$ cat config.mk
export PLATFORM = sky130hd
export DESIGN_NAME = fp_minmax_reduce
export DESIGN_NICKNAME = d
export VERILOG_FILES = /design/src/rtl/fp_pkg.sv /design/src/rtl/fp_minmax_cmp.sv /design/src/rtl/fp_minmax_reduce.sv
export SDC_FILE = /design/constraint.sdc
export NUM_CORES = 1
export LEC_CHECK = 0
export CAP_MARGIN = 20
export CORE_ASPECT_RATIO = 0.9
export CORE_MARGIN = 3
export CORE_UTILIZATION = 29
export DETAILED_ROUTE_END_ITERATION = 10
export GPL_ROUTABILITY_DRIVEN = 1
export GPL_TIMING_DRIVEN = 0
export SYNTH_ARGS = -nofsm -noshare
export SYNTH_HDL_FRONTEND = slang
export SYNTH_SLANG_ARGS = --single-unit
$ cat constraint.sdc
create_clock -name clk -period 4.41 [get_ports clk]
set_input_delay 0.882 -clock clk [delete_from_list [all_inputs] [get_ports clk]]
set_output_delay 0.882 -clock clk [all_outputs]
set_load 0.02 [all_outputs]
$ cat src/rtl/fp_pkg.sv
// Shared opcodes, FSM encoding and IEEE-754 field helpers
// for the floating-point min/max/reduce unit.
package fp_pkg;

  localparam logic [2:0] OP_ABS  = 3'b000;
  localparam logic [2:0] OP_NEG  = 3'b001;
  localparam logic [2:0] OP_MIN  = 3'b010;
  localparam logic [2:0] OP_MAX  = 3'b011;
  localparam logic [2:0] OP_RMIN = 3'b100;
  localparam logic [2:0] OP_RMAX = 3'b101;

  typedef enum logic {
    ST_IDLE  = 1'b0,
    ST_ACCUM = 1'b1
  } state_e;

  // Helpers work on a 64-bit carrier so any EXP_W/MAN_W pair fits.
  localparam int unsigned FP_MAXW = 64;
  typedef logic [FP_MAXW-1:0] fpw_t;

  function automatic fpw_t low_mask(input int unsigned n);
    return (fpw_t'(1) << n) - fpw_t'(1);
  endfunction

  function automatic logic is_nan(input fpw_t x,
                                  input int unsigned ew,
                                  input int unsigned mw);
    fpw_t e;
    fpw_t m;
    e = (x >> mw) & low_mask(ew);
    m = x & low_mask(mw);
    return (e == low_mask(ew)) && (m != '0);
  endfunction

  function automatic logic is_snan(input fpw_t x,
                                   input int unsigned ew,
                                   input int unsigned mw);
    fpw_t t;
    t = x >> (mw - 1);
    return is_nan(x, ew, mw) && !t[0];
  endfunction

  function automatic fpw_t canonical_qnan(input int unsigned ew,
                                          input int unsigned mw);
    return (low_mask(ew) << mw) | (fpw_t'(1) << (mw - 1));
  endfunction

endpackage

$ cat src/rtl/fp_minmax_cmp.sv
// IEEE 754-2008 minNum/maxNum of two operands, -0 ordered below +0.
// Purely combinational; shared by element-wise and reduction paths.
module fp_minmax_cmp
  import fp_pkg::*;
#(
  parameter int unsigned EXP_W = 8,
  parameter int unsigned MAN_W = 23,
  localparam int unsigned W = 1 + EXP_W + MAN_W
) (
  input  logic [W-1:0] a,
  input  logic [W-1:0] b,
  input  logic         sel_max,
  output logic [W-1:0] result,
  output logic         nan_seen,
  output logic         snan_seen
);

  localparam logic [W-1:0] QNAN = W'(canonical_qnan(EXP_W, MAN_W));

  logic         a_nan;
  logic         b_nan;
  logic [W-1:0] ka;
  logic [W-1:0] kb;
  logic         a_lt_b;

  assign a_nan = is_nan(fpw_t'(a), EXP_W, MAN_W);
  assign b_nan = is_nan(fpw_t'(b), EXP_W, MAN_W);

  assign nan_seen  = a_nan | b_nan;
  assign snan_seen = is_snan(fpw_t'(a), EXP_W, MAN_W)
                   | is_snan(fpw_t'(b), EXP_W, MAN_W);

  // Sign-magnitude to monotonic unsigned key; -0 maps just below +0.
  assign ka = a[W-1] ? ~a : {1'b1, a[W-2:0]};
  assign kb = b[W-1] ? ~b : {1'b1, b[W-2:0]};
  assign a_lt_b = ka < kb;

  always_comb begin
    result = a;
    unique case (1'b1)
      (a_nan && b_nan):   result = QNAN;
      (a_nan && !b_nan):  result = b;
      (!a_nan && b_nan):  result = a;
      (!a_nan && !b_nan): result = (a_lt_b ^ sel_max) ? a : b;
    endcase
  end

endmodule

$ cat src/rtl/fp_minmax_reduce.sv
// Streaming FP ABS/NEG/MIN/MAX unit with burst MIN/MAX reduction
// and a registered valid/ready output stage.
module fp_minmax_reduce
  import fp_pkg::*;
#(
  parameter int unsigned EXP_W = 8,
  parameter int unsigned MAN_W = 23,
  parameter int unsigned CNT_W = 16,
  localparam int unsigned W = 1 + EXP_W + MAN_W
) (
  input  logic             clk,
  input  logic             rst,
  input  logic             in_valid,
  output logic             in_ready,
  input  logic [W-1:0]     in_a,
  input  logic [W-1:0]     in_b,
  input  logic [2:0]       in_op,
  input  logic             in_last,
  output logic             out_valid,
  input  logic             out_ready,
  output logic [W-1:0]     out_result,
  output logic [CNT_W-1:0] out_count,
  output logic             out_nan,
  output logic             out_invalid
);

  localparam logic [W-1:0] QNAN = W'(canonical_qnan(EXP_W, MAN_W));

  state_e             state_q, state_d;
  logic [W-1:0]       acc_q, acc_d;
  logic [CNT_W-1:0]   cnt_q, cnt_d;
  logic               max_q, max_d;
  logic               anan_q, anan_d;
  logic               ainv_q, ainv_d;

  logic               valid_q;
  logic [W-1:0]       res_q, res_d;
  logic [CNT_W-1:0]   count_q, count_d;
  logic               nan_q, nan_d;
  logic               inv_q, inv_d;
  logic               load;

  logic               accept;
  logic               is_red;
  logic               in_accum;
  logic               a_nan;
  logic               a_snan;
  logic [CNT_W-1:0]   cnt_inc;
  logic [W-1:0]       cmp_a;
  logic [W-1:0]       cmp_b;
  logic               cmp_max;
  logic [W-1:0]       cmp_res;
  logic               cmp_nan;
  logic               cmp_snan;

  assign in_ready = !valid_q || out_ready;
  assign accept   = in_valid && in_ready;
  assign is_red   = (in_op == OP_RMIN) || (in_op == OP_RMAX);
  assign in_accum = (state_q == ST_ACCUM);
  assign a_nan    = is_nan(fpw_t'(in_a), EXP_W, MAN_W);
  assign a_snan   = is_snan(fpw_t'(in_a), EXP_W, MAN_W);
  assign cnt_inc  = (cnt_q == '1) ? cnt_q : cnt_q + CNT_W'(1);

  // One comparator: accumulator update in ACCUM, operand pair otherwise.
  assign cmp_a   = in_accum ? acc_q : in_a;
  assign cmp_b   = in_accum ? in_a  : in_b;
  assign cmp_max = in_accum ? max_q : in_op[0];

  fp_minmax_cmp #(
    .EXP_W(EXP_W),
    .MAN_W(MAN_W)
  ) u_cmp (
    .a(cmp_a),
    .b(cmp_b),
    .sel_max(cmp_max),
    .result(cmp_res),
    .nan_seen(cmp_nan),
    .snan_seen(cmp_snan)
  );

  always_ff @(posedge clk or posedge rst) begin
    if (rst) begin
      state_q <= ST_IDLE;
      acc_q   <= '0;
      cnt_q   <= '0;
      max_q   <= 1'b0;
      anan_q  <= 1'b0;
      ainv_q  <= 1'b0;
    end else begin
      state_q <= state_d;
      acc_q   <= acc_d;
      cnt_q   <= cnt_d;
      max_q   <= max_d;
      anan_q  <= anan_d;
      ainv_q  <= ainv_d;
    end
  end

  always_comb begin
    state_d = state_q;
    unique case (state_q)
      ST_IDLE:
        if (accept && is_red && !in_last) state_d = ST_ACCUM;
      ST_ACCUM:
        if (accept && in_last) state_d = ST_IDLE;
      default: state_d = ST_IDLE;
    endcase
  end

  always_comb begin
    load    = 1'b0;
    res_d   = res_q;
    count_d = count_q;
    nan_d   = nan_q;
    inv_d   = inv_q;
    acc_d   = acc_q;
    cnt_d   = cnt_q;
    max_d   = max_q;
    anan_d  = anan_q;
    ainv_d  = ainv_q;
    if (accept) begin
      if (in_accum) begin
        acc_d  = cmp_res;
        cnt_d  = cnt_inc;
        anan_d = anan_q | cmp_nan;
        ainv_d = ainv_q | cmp_snan;
        if (in_last) begin
          load    = 1'b1;
          res_d   = cmp_res;
          count_d = cnt_inc;
          nan_d   = anan_q | cmp_nan;
          inv_d   = ainv_q | cmp_snan;
        end
      end else begin
        load    = 1'b1;
        count_d = CNT_W'(1);
        nan_d   = 1'b0;
        inv_d   = 1'b0;
        unique case (in_op)
          OP_ABS: res_d = {1'b0, in_a[W-2:0]};
          OP_NEG: res_d = {~in_a[W-1], in_a[W-2:0]};
          OP_MIN, OP_MAX: begin
            res_d = cmp_res;
            nan_d = cmp_nan;
            inv_d = cmp_snan;
          end
          OP_RMIN, OP_RMAX: begin
            acc_d  = in_a;
            cnt_d  = CNT_W'(1);
            max_d  = in_op[0];
            anan_d = a_nan;
            ainv_d = a_snan;
            load   = in_last;
            res_d  = a_nan ? QNAN : in_a;
            nan_d  = a_nan;
            inv_d  = a_snan;
          end
          default: begin
            res_d = QNAN;
            inv_d = 1'b1;
          end
        endcase
      end
    end
  end

  always_ff @(posedge clk or posedge rst) begin
    if (rst) begin
      valid_q <= 1'b0;
      res_q   <= '0;
      count_q <= '0;
      nan_q   <= 1'b0;
      inv_q   <= 1'b0;
    end else if (load) begin
      valid_q <= 1'b1;
      res_q   <= res_d;
      count_q <= count_d;
      nan_q   <= nan_d;
      inv_q   <= inv_d;
    end else if (out_ready) begin
      valid_q <= 1'b0;
    end
  end

  assign out_valid   = valid_q;
  assign out_result  = res_q;
  assign out_count   = count_q;
  assign out_nan     = nan_q;
  assign out_invalid = inv_q;

endmodule

==> impl_metrics.ini <==
[run_status]
status = finished, final reports clean

[global_route]
grt_pass1_vias = 7834
track_usage_pct = 20.0
grt_pass1_wl_um = 46600
grt_max_degree = 56
grt.overflow.total = 0
antenna_found_initial = 0

[power_and_ir_drop]
ir_worst_vdd_mv = 0.212
leakage_nw = 4.10
p_per_area_nw_per_um2 = 517

[synth]
ys.warnings.count = 0
syn_area_per_cell_um2 = 9.23
synth_top_area_share_pct = 31.7
synth_seq_cells = 103
synth_common_cells = 103 x dfrtp_1, 67 x mux2i_1, 66 x nand2_1
ys_seq_area_share_pct = 31.7
yosysUniqueCellTypes = 78
synth_ff_type = dfrtp_1
syn_area_um2 = 8130
synth_fp_nets = 985
synth_most_common_cell = dfrtp_1
synth_area_leaders = dfrtp_1 32%, mux2i_1 8.3%, ha_1 4.9%
syn_inst = 881
synth_top_cell_by_area = dfrtp_1
synthArstFlopShare_pct = 100
synth_edf_count = 0

[timing]
fmax_mhz = 238
setup_viol = 0
tightest_slew_ps = 905
period_minus_slack_ps = 4200
skew_ps = 16.3
rsz0062_at_grt = no
period_share_pct = 95.2
final_hold_viol_count = 0
setup_slack_ps = 212
slew_violations = 0
timing.slew.headroom_pct = 39.2

[cells_and_area]
nets = 1130
drive_above_1_share_pct = 11.8
syn_to_final_growth_pct = 28.1
post-route-util_pct = 38.1

[worst_setup_path]
arrival_ps = 4500
critPathRequiredTime_ps = 4710
worstReg2RegEnd = acc_q[2]
worst-r2r-setup-slack_ps = 210
path_class = flip-flop to flip-flop
cp_max_fo = 10
critPathLaunchType = flip-flop
endpoint_kind = flip-flop
r2r-start = in_accum
worst_r2r_path_depth = 17

[worst_hold_path]
worstHoldStart = out_count[11]
min_path_type = flip-flop to flip-flop
min_to = out_count[11]
whs_path_depth = 2

[detailed_routing]
ant_nets = 0
wl_um = 30400
drt_iter0_markers = 724
wl_per_cell_um = 21.9
vias = 7990
drc_errors = 0
routed_via_density = 5.76
dr.pass1.iters = 7

[clocking]
cts_htree_levels = 3
clkSlewWorstSetupHoldPaths_ps = 80
insertion_delay_ps = 370
numCtsBuffers = 9
cts_tree = yes
cts_hold_buf = 0
clk_path_buf_depth = 2
cts.sinks = 103
cts_root_buf = clkbuf_16

[place]
portBuffers = 113
place_hpwl_um = 23100
place_ws_ps = -1710
routabilityCongestion = 0.923

[die]
initial_core_util_pct = 29.8
core_um2 = 27300
rows = 57
io_pins = 124
fp.dieW_um = 182
die_h_um = 165
die-area_um2 = 30100

[run]
maxCapViolCount = 0
-- worst max-delay path, cell delays in order, from the launching register on --
cell and delay, ps:
dfrtp_2 440, buf_12 170, mux2i_2 380, clkbuf_4 370, xor2_1 180, ha_1 280
a21oi_1 150, o21ai_0 120, a221oi_2 250, buf_4 190, nand4_1 180, buf_4 200
buf_4 130, o2111ai_4 270, nand2_4 170, a21oi_4 280, buf_6 200, a22o_1 150
-- where the power goes --
part / internal (mW) / leakage (nW) / switching [mW]
Sequential: 1.23 / 1.30 / 0.306
Combinational: 1.36 / 2.66 / 1.66
Clock: 0.398 / 0.139 / 0.422
-- worst max path at each step --
stage	startpoint	endpoint	cells past startpoint
global route	in_accum	out_result[28]	18
CTS	in_b[31]	acc_q[11]	16
floorplan	in_accum	out_result[27]	17
detailed placement	in_accum	out_result[10]	17
finish	in_accum	acc_q[2]	17
global placement	in_accum	out_result[10]	17
-- metrics by stage --
stage / hold slack [ps] / instance area, um^2 / cells / total power [mW] / TNS, ps
2_1_floorplan: 465 / 8130 / 881 / 3.30 / 0
3_3_place_gp: 464 / 9710 / 1348 / 4.26 / -197970
3_5_place_dp: 469 / 9740 / 1349 / 4.29 / -92520
4_1_cts: 488 / 10300 / 1377 / 5.28 / 0
5_1_grt: 506 / 10400 / 1385 / 5.72 / 0
6_report: 484 / 10400 / 1386 / 5.38 / 0
-- layout by cell type (no fill, tap or decap), types with 4 or more instances in the layout --
cell	synthesis	layout
a211oi_1	5	5
a21boi_0	9	9
a21o_1	10	10
a21oi_1	47	47
a221oi_1	23	21
a22o_1	27	27
a22oi_1	26	26
a31o_2	10	10
a31oi_1	7	7
and3_1	4	4
and4_1	6	6
buf_12	0	4
buf_2	12	7
buf_4	1	28
buf_6	9	10
buf_8	0	4
clkbuf_1	38	30
clkbuf_16	0	9
clkdlybuf4s50_1	0	111
dfrtp_1	103	102
ha_1	32	32
inv_1	13	12
inv_6	0	4
mux2i_1	67	63
nand2_1	66	66
nand2b_1	17	17
nand3_1	25	25
nand4_1	19	19
nor2_1	34	34
nor3_1	18	17
nor4_1	11	10
o211ai_1	16	16
o21ai_0	39	37
o21ai_1	3	5
o221ai_1	4	4
o22ai_1	4	4
o31ai_1	31	31
o32a_1	11	11
xnor2_1	34	34
xor2_1	39	39
-- registers in the layout (all words and copies together), names as in the netlist --
name / cells
acc_q: 32
ainv_q: 1
anan_q: 1
cnt_q: 16
in_accum: 1
max_q: 1
out_count: 16
out_invalid: 1
out_nan: 1
out_result: 32
out_valid: 1
-- layer usage --
layer  routed length [um]  vias up  global-route usage [%]
met1                13700     3908                    28.3
met4                  781        0                    6.16
met5                    0        -                       0
met2                13400      365                    29.9
li1                     -     3659                       -
met3                 2630       58                    5.02
-- timing repair --
item	in CTS	in global routing
setup buffers	13	9
pin swaps	9	8
setup endpoints to repair	64	64
resized for setup	36	30
-- cells by family (layout without fill, tap and decap cells) --
logic type	after synthesis	after routing	share of synthesized area [%]
and+or+nand+nor	219	219	13.7
buffers and inverters	84	234	4.97
other	0	1	0
muxes	70	70	8.76
xor gates and xnor gates	73	73	7.87
DFF	103	103	31.7
AOI/OAI and AO/OA	300	300	28.0
adders and majority gates	32	32	4.93
-- layout make-up --
cell class / instances / area, um^2
fillers: 2773 / 16900
multi-input cells: 694 / 5230
flip-flops and latches: 103 / 2580
repair buffers: 136 / 1340
plain buffers: 67 / 465
well taps: 354 / 443
clock buffers: 9 / 225
clock inverters: 7 / 62.6
inverters: 15 / 61.3
diodes: 1 / 2.50
Power figures use the tool's default switching activity.
